`src/rtl/shift_defs.sv`:
```
// Shared op and state encodings for the shift sequencer and ALU decode.
// Also holds the step-counter width.
package shift_defs;

  localparam int CNT_W = 5;

  typedef enum logic [2:0] {
    OP_SHL  = 3'd0,
    OP_SHR  = 3'd1,
    OP_SHRA = 3'd2,
    OP_ROL  = 3'd3,
    OP_ROR  = 3'd4
  } op_e;

  typedef enum logic [1:0] {
    S_IDLE  = 2'd0,
    S_SHIFT = 2'd1,
    S_DONE  = 2'd2
  } state_e;

  function automatic logic op_valid(input logic [2:0] op);
    return op <= OP_ROR;
  endfunction

endpackage

```
`src/rtl/shift_step.sv`:
```
// Combinational single-bit shift/rotate step on {z_high,z_low}.
// Only SHL carries bits into the high half.
import shift_defs::*;

module shift_step #(
  parameter int WIDTH = 32
) (
  input  logic [2:0]         op,
  input  logic [2*WIDTH-1:0] z_in,
  output logic [2*WIDTH-1:0] z_out
);

  logic [WIDTH-1:0] w_lo;
  logic [WIDTH-1:0] w_zero;

  assign w_lo   = z_in[WIDTH-1:0];
  assign w_zero = '0;

  always_comb begin
    z_out = z_in;
    case (op)
      OP_SHL:  z_out = z_in << 1;
      OP_SHR:  z_out = {w_zero, 1'b0, w_lo[WIDTH-1:1]};
      OP_SHRA: z_out = {w_zero, w_lo[WIDTH-1], w_lo[WIDTH-1:1]};
      OP_ROL:  z_out = {w_zero, w_lo[WIDTH-2:0], w_lo[WIDTH-1]};
      OP_ROR:  z_out = {w_zero, w_lo[0], w_lo[WIDTH-1:1]};
      default: z_out = z_in;
    endcase
  end

endmodule

```
`src/rtl/shift_sequencer.sv`:
```
// Multi-cycle shifter: one bit per clock, counted down from shamt[4:0].
// done pulses the cycle after the DONE state.
import shift_defs::*;

module shift_sequencer #(
  parameter int WIDTH = 32
) (
  input  logic             clk,
  input  logic             clr,
  input  logic             start,
  input  logic [2:0]       op,
  input  logic [WIDTH-1:0] operand,
  input  logic [WIDTH-1:0] shamt,
  output logic             busy,
  output logic             done,
  output logic [WIDTH-1:0] z_low,
  output logic [WIDTH-1:0] z_high
);

  state_e             r_state;
  logic [2:0]         r_op;
  logic [CNT_W-1:0]   r_cnt;
  logic [WIDTH-1:0]   r_zl;
  logic [WIDTH-1:0]   r_zh;
  logic               r_done;

  logic [CNT_W-1:0]   w_n;
  logic [2*WIDTH-1:0] w_next;
  logic               w_unused_shamt;

  assign w_unused_shamt = ^shamt[WIDTH-1:CNT_W];

  // Reserved ops complete with no steps.
  assign w_n = op_valid(op) ? shamt[CNT_W-1:0] : '0;

  shift_step #(.WIDTH(WIDTH)) u_step (
    .op    (r_op),
    .z_in  ({r_zh, r_zl}),
    .z_out (w_next)
  );

  always_ff @(posedge clk or negedge clr) begin
    if (!clr) begin
      r_state <= S_IDLE;
      r_op    <= '0;
      r_cnt   <= '0;
      r_zl    <= '0;
      r_zh    <= '0;
      r_done  <= 1'b0;
    end else begin
      r_done <= 1'b0;
      case (r_state)
        S_IDLE: begin
          if (start) begin
            r_op    <= op;
            r_zl    <= operand;
            r_zh    <= '0;
            r_cnt   <= w_n;
            r_state <= (w_n != '0) ? S_SHIFT : S_DONE;
          end
        end
        S_SHIFT: begin
          {r_zh, r_zl} <= w_next;
          r_cnt        <= r_cnt - 1'b1;
          if (r_cnt == 5'd1) r_state <= S_DONE;
        end
        S_DONE: begin
          r_done  <= 1'b1;
          r_state <= S_IDLE;
        end
        default: r_state <= S_IDLE;
      endcase
    end
  end

  assign busy   = (r_state != S_IDLE);
  assign done   = r_done;
  assign z_low  = r_zl;
  assign z_high = r_zh;

endmodule

```
`config.mk`:
```
export PLATFORM = sky130hd
export DESIGN_NAME = shift_sequencer
export DESIGN_NICKNAME = d
export VERILOG_FILES = /design/src/rtl/shift_defs.sv /design/src/rtl/shift_step.sv /design/src/rtl/shift_sequencer.sv
export SDC_FILE = /design/constraint.sdc
export NUM_CORES = 1
export LEC_CHECK = 0
export ABC_AREA = 0
export CAP_MARGIN = 20
export CORE_MARGIN = 3
export CORE_UTILIZATION = 46
export DETAILED_ROUTE_END_ITERATION = 8
export HOLD_SLACK_MARGIN = 0.12
export PLACE_DENSITY = 0.75
export SYNTH_ARGS = -nofsm -noshare
export SYNTH_HDL_FRONTEND = slang
export SYNTH_HIERARCHICAL = 1
export SYNTH_SLANG_ARGS = --single-unit
```
`constraint.sdc`:
```
create_clock -name clk -period 2.8 [get_ports clk]
set_input_delay 0.56 -clock clk [delete_from_list [all_inputs] [get_ports clk]]
set_output_delay 0.56 -clock clk [all_outputs]
set_load 0.01 [all_outputs]
```
[Word-level counts from Yosys, hierarchy flattened]
Index checks and enable logic that the tools add are counted.
Cells by class
  reductions and logical operators: 10
  add/subtract/negate cells: 1
  muxes and demuxes: 13
  $lt $le $gt $ge: 1
  equality and inequality tests: 12
Operators with widths (number)
  case mux 64 bit (5 select lines): 1
  case mux 32 bit (2 select lines): 2
  two-way mux 32 bit: 2
  two-way mux 5 bit: 2
  case mux 5 bit (2 select lines): 1
  == test 3 x 2 -> 1 bit, second input constant: 2
  two-way mux 2 bit: 3
  != test 2 bit, second input constant: 3
  != test 6 x 1 -> 1 bit, second input constant: 1
  AND reduction 2 bit: 3
  == test 5 x 1 -> 1 bit, second input constant: 1
  != test 5 x 1 -> 1 bit, second input constant: 1
  nonzero test 5 bit: 1
  subtractor 5 x 1 -> 5 bit, second input constant: 1
  case mux 2 bit (2 select lines): 1
  AND reduction 4 bit: 1
  nonzero test 2 bit: 2
  == test 3 x 1 -> 1 bit, second input constant: 1
  == test 3 bit, second input constant: 1
  <= comparator 3 bit, second input constant: 1
  zero test 3 bit: 1
  AND reduction 3 bit: 1
  == test 2 x 1 -> 1 bit, second input constant: 1
  == test 2 bit, second input constant: 1
  2 further kinds: 2
Word-level totals
  word-level logic and storage cells: 44
  flip-flop bits (word level): 75
  input bits: 70
  output and inout bits: 66

[Depth between registers and ports, before layout]
  depth in word-level cells: 6
  depth in mapped cells: 8
  mapped depth without buffers: 5

[Cells and area by module]
Netlist, hierarchy kept.
By module, submodules not included
  shift_sequencer: area an instance 3221.8 um2, cells each 270, seq. area each 1876.8 um2, times used 1
  shift_step: area an instance 1714.1 um2, cells each 263, seq. area each 0.0 um2, times used 1

[Worst setup path after synthesis]
Ideal clock, no wire load.
  path type: register to register
  start: reg r_op[0]
  end: reg r_zl[14], in the netlist z_low[14]
  stages on the path, launching flop included: 8
  library setup time: 0.132 ns
  required time: 2.668 ns
  arrival: 1.354 ns
  buffers on the path: 2
  path slack: 1.314 ns
  clock period less this slack: 1.486 ns
  cell sequence: dfrtp_1 > buf_6 > clkbuf_2 > or3_1 > o211ai_1 > o21ai_1 > mux2i_1 > o21ai_1
On the way
  longest elaborated chain between the ends: 3
  elaborated cells between the ends (all ways): 9
  classes of those cells: eq/ne: 5; mux: 2; reduce/logical: 2
RTL lines
  start, declared: RTL line shift_sequencer.sv:21  | logic [2:0] r_op;
  start signal, assigned: RTL line shift_sequencer.sv:55  | r_op <= op;
  == test 3 bit (tied with other cells): RTL line shift_step.sv:21  | case (op)
  case mux 64 bit (5 select lines) *: RTL line shift_step.sv:21
  net w_next[14]: RTL line shift_sequencer.sv:28  | logic [2*WIDTH-1:0] w_next;
  case mux 32 bit (2 select lines) *: RTL line shift_sequencer.sv:52  | case (r_state)
  end signal, assigned: RTL line shift_sequencer.sv:56  | r_zl <= operand;
  end signal, assigned: RTL line shift_sequencer.sv:63  | {r_zh, r_zl} <= w_next;
  end, declared: RTL line shift_sequencer.sv:23  | logic [WIDTH-1:0] r_zl;
The timed path passes the listed nets; every way through them passes the cells marked *.
A chain may end at the register's enable or synchronous reset.

[Worst setup path after layout]
  start: reg r_op[0]
  end: reg r_zl[1], in the netlist z_low[1]
The elaborated chain is that of the path after synthesis.

==> summary.md <==
| Metric | Value |
|---|---|
| Worst EP arrival | `2.51 ns` |
| Critical Path RT | `3.02 ns` |
| Clock Tree Root | `clkbuf_8` |
| Post-DP HPWL | `7970 um` |
| Post-synth EDFFs | `0` |
| Clock network fraction of total power | `13.6%` |
| Startpoint Class | `flip-flop` |
| Post-layout nets | `682` |
| Core Area | `0.0104 mm2` |
| Synth Net Count | `605` |
| Total vias in the final route | `4400` |
| Post-synthesis sequential area ratio | `38.0%` |
| Comb power frac | `57.7%` |
| Pint | `3.73 mW` |
| Clock sink count | `75` |
| Die area | `0.0120 mm2` |
| Post-Syn Area | `0.00494 mm2` |
| Period minus WS final | `2.28 ns` |
| Slew @ Worst Pin | `1.06 ns` |
| Setup TNS | `0 ns` |
| Ports | `136` |
| Starting Density | `47.6%` |
| Worst path max stage delay | `0.86 ns` |
| Critical Path, Cell by Cell | `xnor2_4, buf_4, mux2i_1, o21ai_1, mux2i_1, o21ai_1` |
| Worst hold slack | `0.524 ns` |
| Commonest non-fill, non-tap cell in the layout | `clkdlybuf4s50_1` |
| Fill count | `898` |
| Remaining global-route overflow | `0` |
| Die width | `110 um` |
| # port buffers | `108` |
| Met2 usage in global routing | `33.5%` |
| Max transition margin | `29.3%` |
| Layout area overhead | `25.5%` |
| Die H | `110 um` |
| Largest net degree at the start of global routing | `102` |
| Lkg Pwr | `2.44 nW` |
| Async SR Flop Fraction | `100%` |
| Slowest-stage cell, CP | `xnor2_4` |
| Synth Warn # | `6` |
| DRT Pass-1 Iters | `5` |
| First-pass GRT wire length | `20700 um` |
| Dominant synthesized flop cell | `dfrtp_1` |
| CP Capture Type | `flip-flop` |
| FP Rows | `37` |
| Post-CTS setup buffers | `0` |
| Layout cell share with drive strength beyond 1 | `6.35%` |
| Crit path kind | `flip-flop to flip-flop` |
| Gr busiest metal | `met2` |
| Starting DRT DRC Count | `324` |
| Final Hold Viols | `0` |
| Cell variety after synth | `44` |
| Worst Hold Class | `flip-flop to flip-flop` |
| CP Max Fanout | `23` |
| Via/cell ratio | `5.87` |
| Post-Route WL | `12700 um` |
| Reg power frac | `28.8%` |
| Crit path buffers/inverters | `1` |
| Peak VDD IR | `1360 uV` |
| RSZ-0062 raised after global routing | `no` |
| Outcome | `finished, final reports clean` |
| Clk buf depth | `2` |
| Layout Skew | `0.0192 ns` |
| Clock Pin Slew Worst Setup and Hold Paths | `0.08 ns` |
| Tcrit/Tclk final | `81.6%` |
| Cell area power density | `1100 mW/mm2` |
| Met3 Use GR | `4.17%` |
| Crit-path leading delay family | `XOR/XNOR gates` |
| CTS Buf Count | `9` |
| Most frequent cells in the layout | `clkdlybuf4s50_1 (107), dfrtp_1 (74), nand2_1 (66), mux2i_1 (66), o21ai_1 (57)` |
| Mapped Cells | `533` |
| Max Cap Viol | `0` |
| Seq cells post-synth | `75` |
| Grt met1 use | `30.6%` |
| DRC violations left | `0` |
| TritonCTS clock tree | `built` |
| Post-route ant nets | `0` |
| Tot GR Track Use | `21.5%` |
| Max Transition Viols Final | `0` |
| Vias in the first global route | `3993` |
| Placer Congestion | `0.821` |
| PnR Total Power | `6.79 mW` |
| Ant diodes | `0` |
| Syn Area/Cell | `9.26 um2` |
| Clk_lat worst skew | `0.36 ns` |
| # H-tree levels | `3` |
| Initial antenna violation count | `0` |
| Net Sw Frac | `45.1%` |
| Switching pwr | `3.06 mW` |
| WL/cell | `16.9 um` |
| # setup viols final | `0` |
| Fmax | `438 MHz` |
==> worst register-to-register path, stage by stage, from the launching register on <==
cell	delay (ns)
dfrtp_1	0.44
xnor2_4	0.86
buf_4	0.36
mux2i_1	0.20
o21ai_1	0.07
mux2i_1	0.15
o21ai_1	0.07
==> registers in the layout (all words and copies together) (netlist names) <==
register	flops
done	1
z_high	32
r_state	2
r_op	3
z_low	32
r_cnt	5
==> cell usage after synthesis, types with 2 or more instances <==
master,number,area (um2)
clkbuf_1,17,63.8
o211ai_1,31,233
inv_1,3,11.3
buf_6,12,135
clkbuf_2,2,10.0
nand2_1,66,248
or3_1,31,194
mux2_2,4,45.0
buf_2,16,80.1
nor2_1,6,22.5
ha_1,2,25.0
a22o_1,32,280
nand3b_1,32,240
o21ai_0,41,205
mux2i_1,66,661
a221o_1,2,20.0
buf_4,8,60.1
nor3_1,4,20.0
dfrtp_1,75,1880
a21oi_1,2,10.0
nor2b_1,2,12.5
o21ai_1,57,285
==> area by class of cell <==
cell class / count / area (um2) / share of cell area (%)
inverters: 3 / 11.3 / 0.182
multi-input cells: 400 / 2720 / 43.9
repair buffers: 121 / 1200 / 19.4
clock inverters: 6 / 88.8 / 1.43
well taps: 136 / 170 / 2.75
clock buffers: 9 / 124 / 2.00
flip-flops and latches: 75 / 1880 / 30.4
==> worst paths after layout <==
path,start,to,slack (ns),cells after the start
worst min register to register,r_cnt[4]$_DFFE_PN0P_,r_cnt[4]$_DFFE_PN0P_,0.52,2
max in group asynchronous,clr,z_low[11]$_DFFE_PN0P_,1.47,3
worst max register to register,r_op[0]$_DFFE_PN0P_,z_low[1]$_DFFE_PN0P_,0.52,6
min in group asynchronous,clr,z_high[8]$_DFFE_PN0P_,0.67,2
worst max-delay path,r_op[0]$_DFFE_PN0P_,z_low[1]$_DFFE_PN0P_,0.52,6
worst min-delay path,r_cnt[4]$_DFFE_PN0P_,r_cnt[4]$_DFFE_PN0P_,0.52,2
==> kinds of logic after synthesis <==
group | synth area share [%]
AO/OA/AOI/OAI | 22.3
AND/OR/NAND/NOR | 16.9
flip-flops | 38.0
multiplexers | 14.3
buffers and inverters | 7.30
XOR/XNOR | 0.735
adder cells (fa/ha/maj) | 0.507
==> timing repair <==
item                      CTS  global route
hold endpoints to repair    4             0
gates resized for setup     0             0
hold buffers                1             0
==> through the flow <==
stage	std cells	setup slack [ns]	cell area (um2)	utilization [%]
after floorplan	533	1.31	4940	-
after global placement	734	0.586	5970	57.6
after detailed placement	734	0.533	5970	57.6
after CTS	750	0.492	6200	59.7
after global routing	750	0.380	6200	59.7
final	750	0.516	6200	59.7
==> power groups by stage <==
stage / Clock (mW) / Sequential, mW / Combinational [mW]
floorplan: 0 / 1.85 / 3.03
global placement: 0 / 1.94 / 3.79
detailed placement: 0 / 1.97 / 3.91
CTS: 0.956 / 1.95 / 3.92
global route: 0.991 / 2.03 / 4.29
finish: 0.922 / 1.95 / 3.92
==> routing by layer <==
metal / up-vias / routed length [um]
met5: - / 0
met4: 0 / 99
met3: 11 / 594
met2: 131 / 6200
met1: 2141 / 5760
li1: 2117 / -
(Power assumes the default switching activity.)
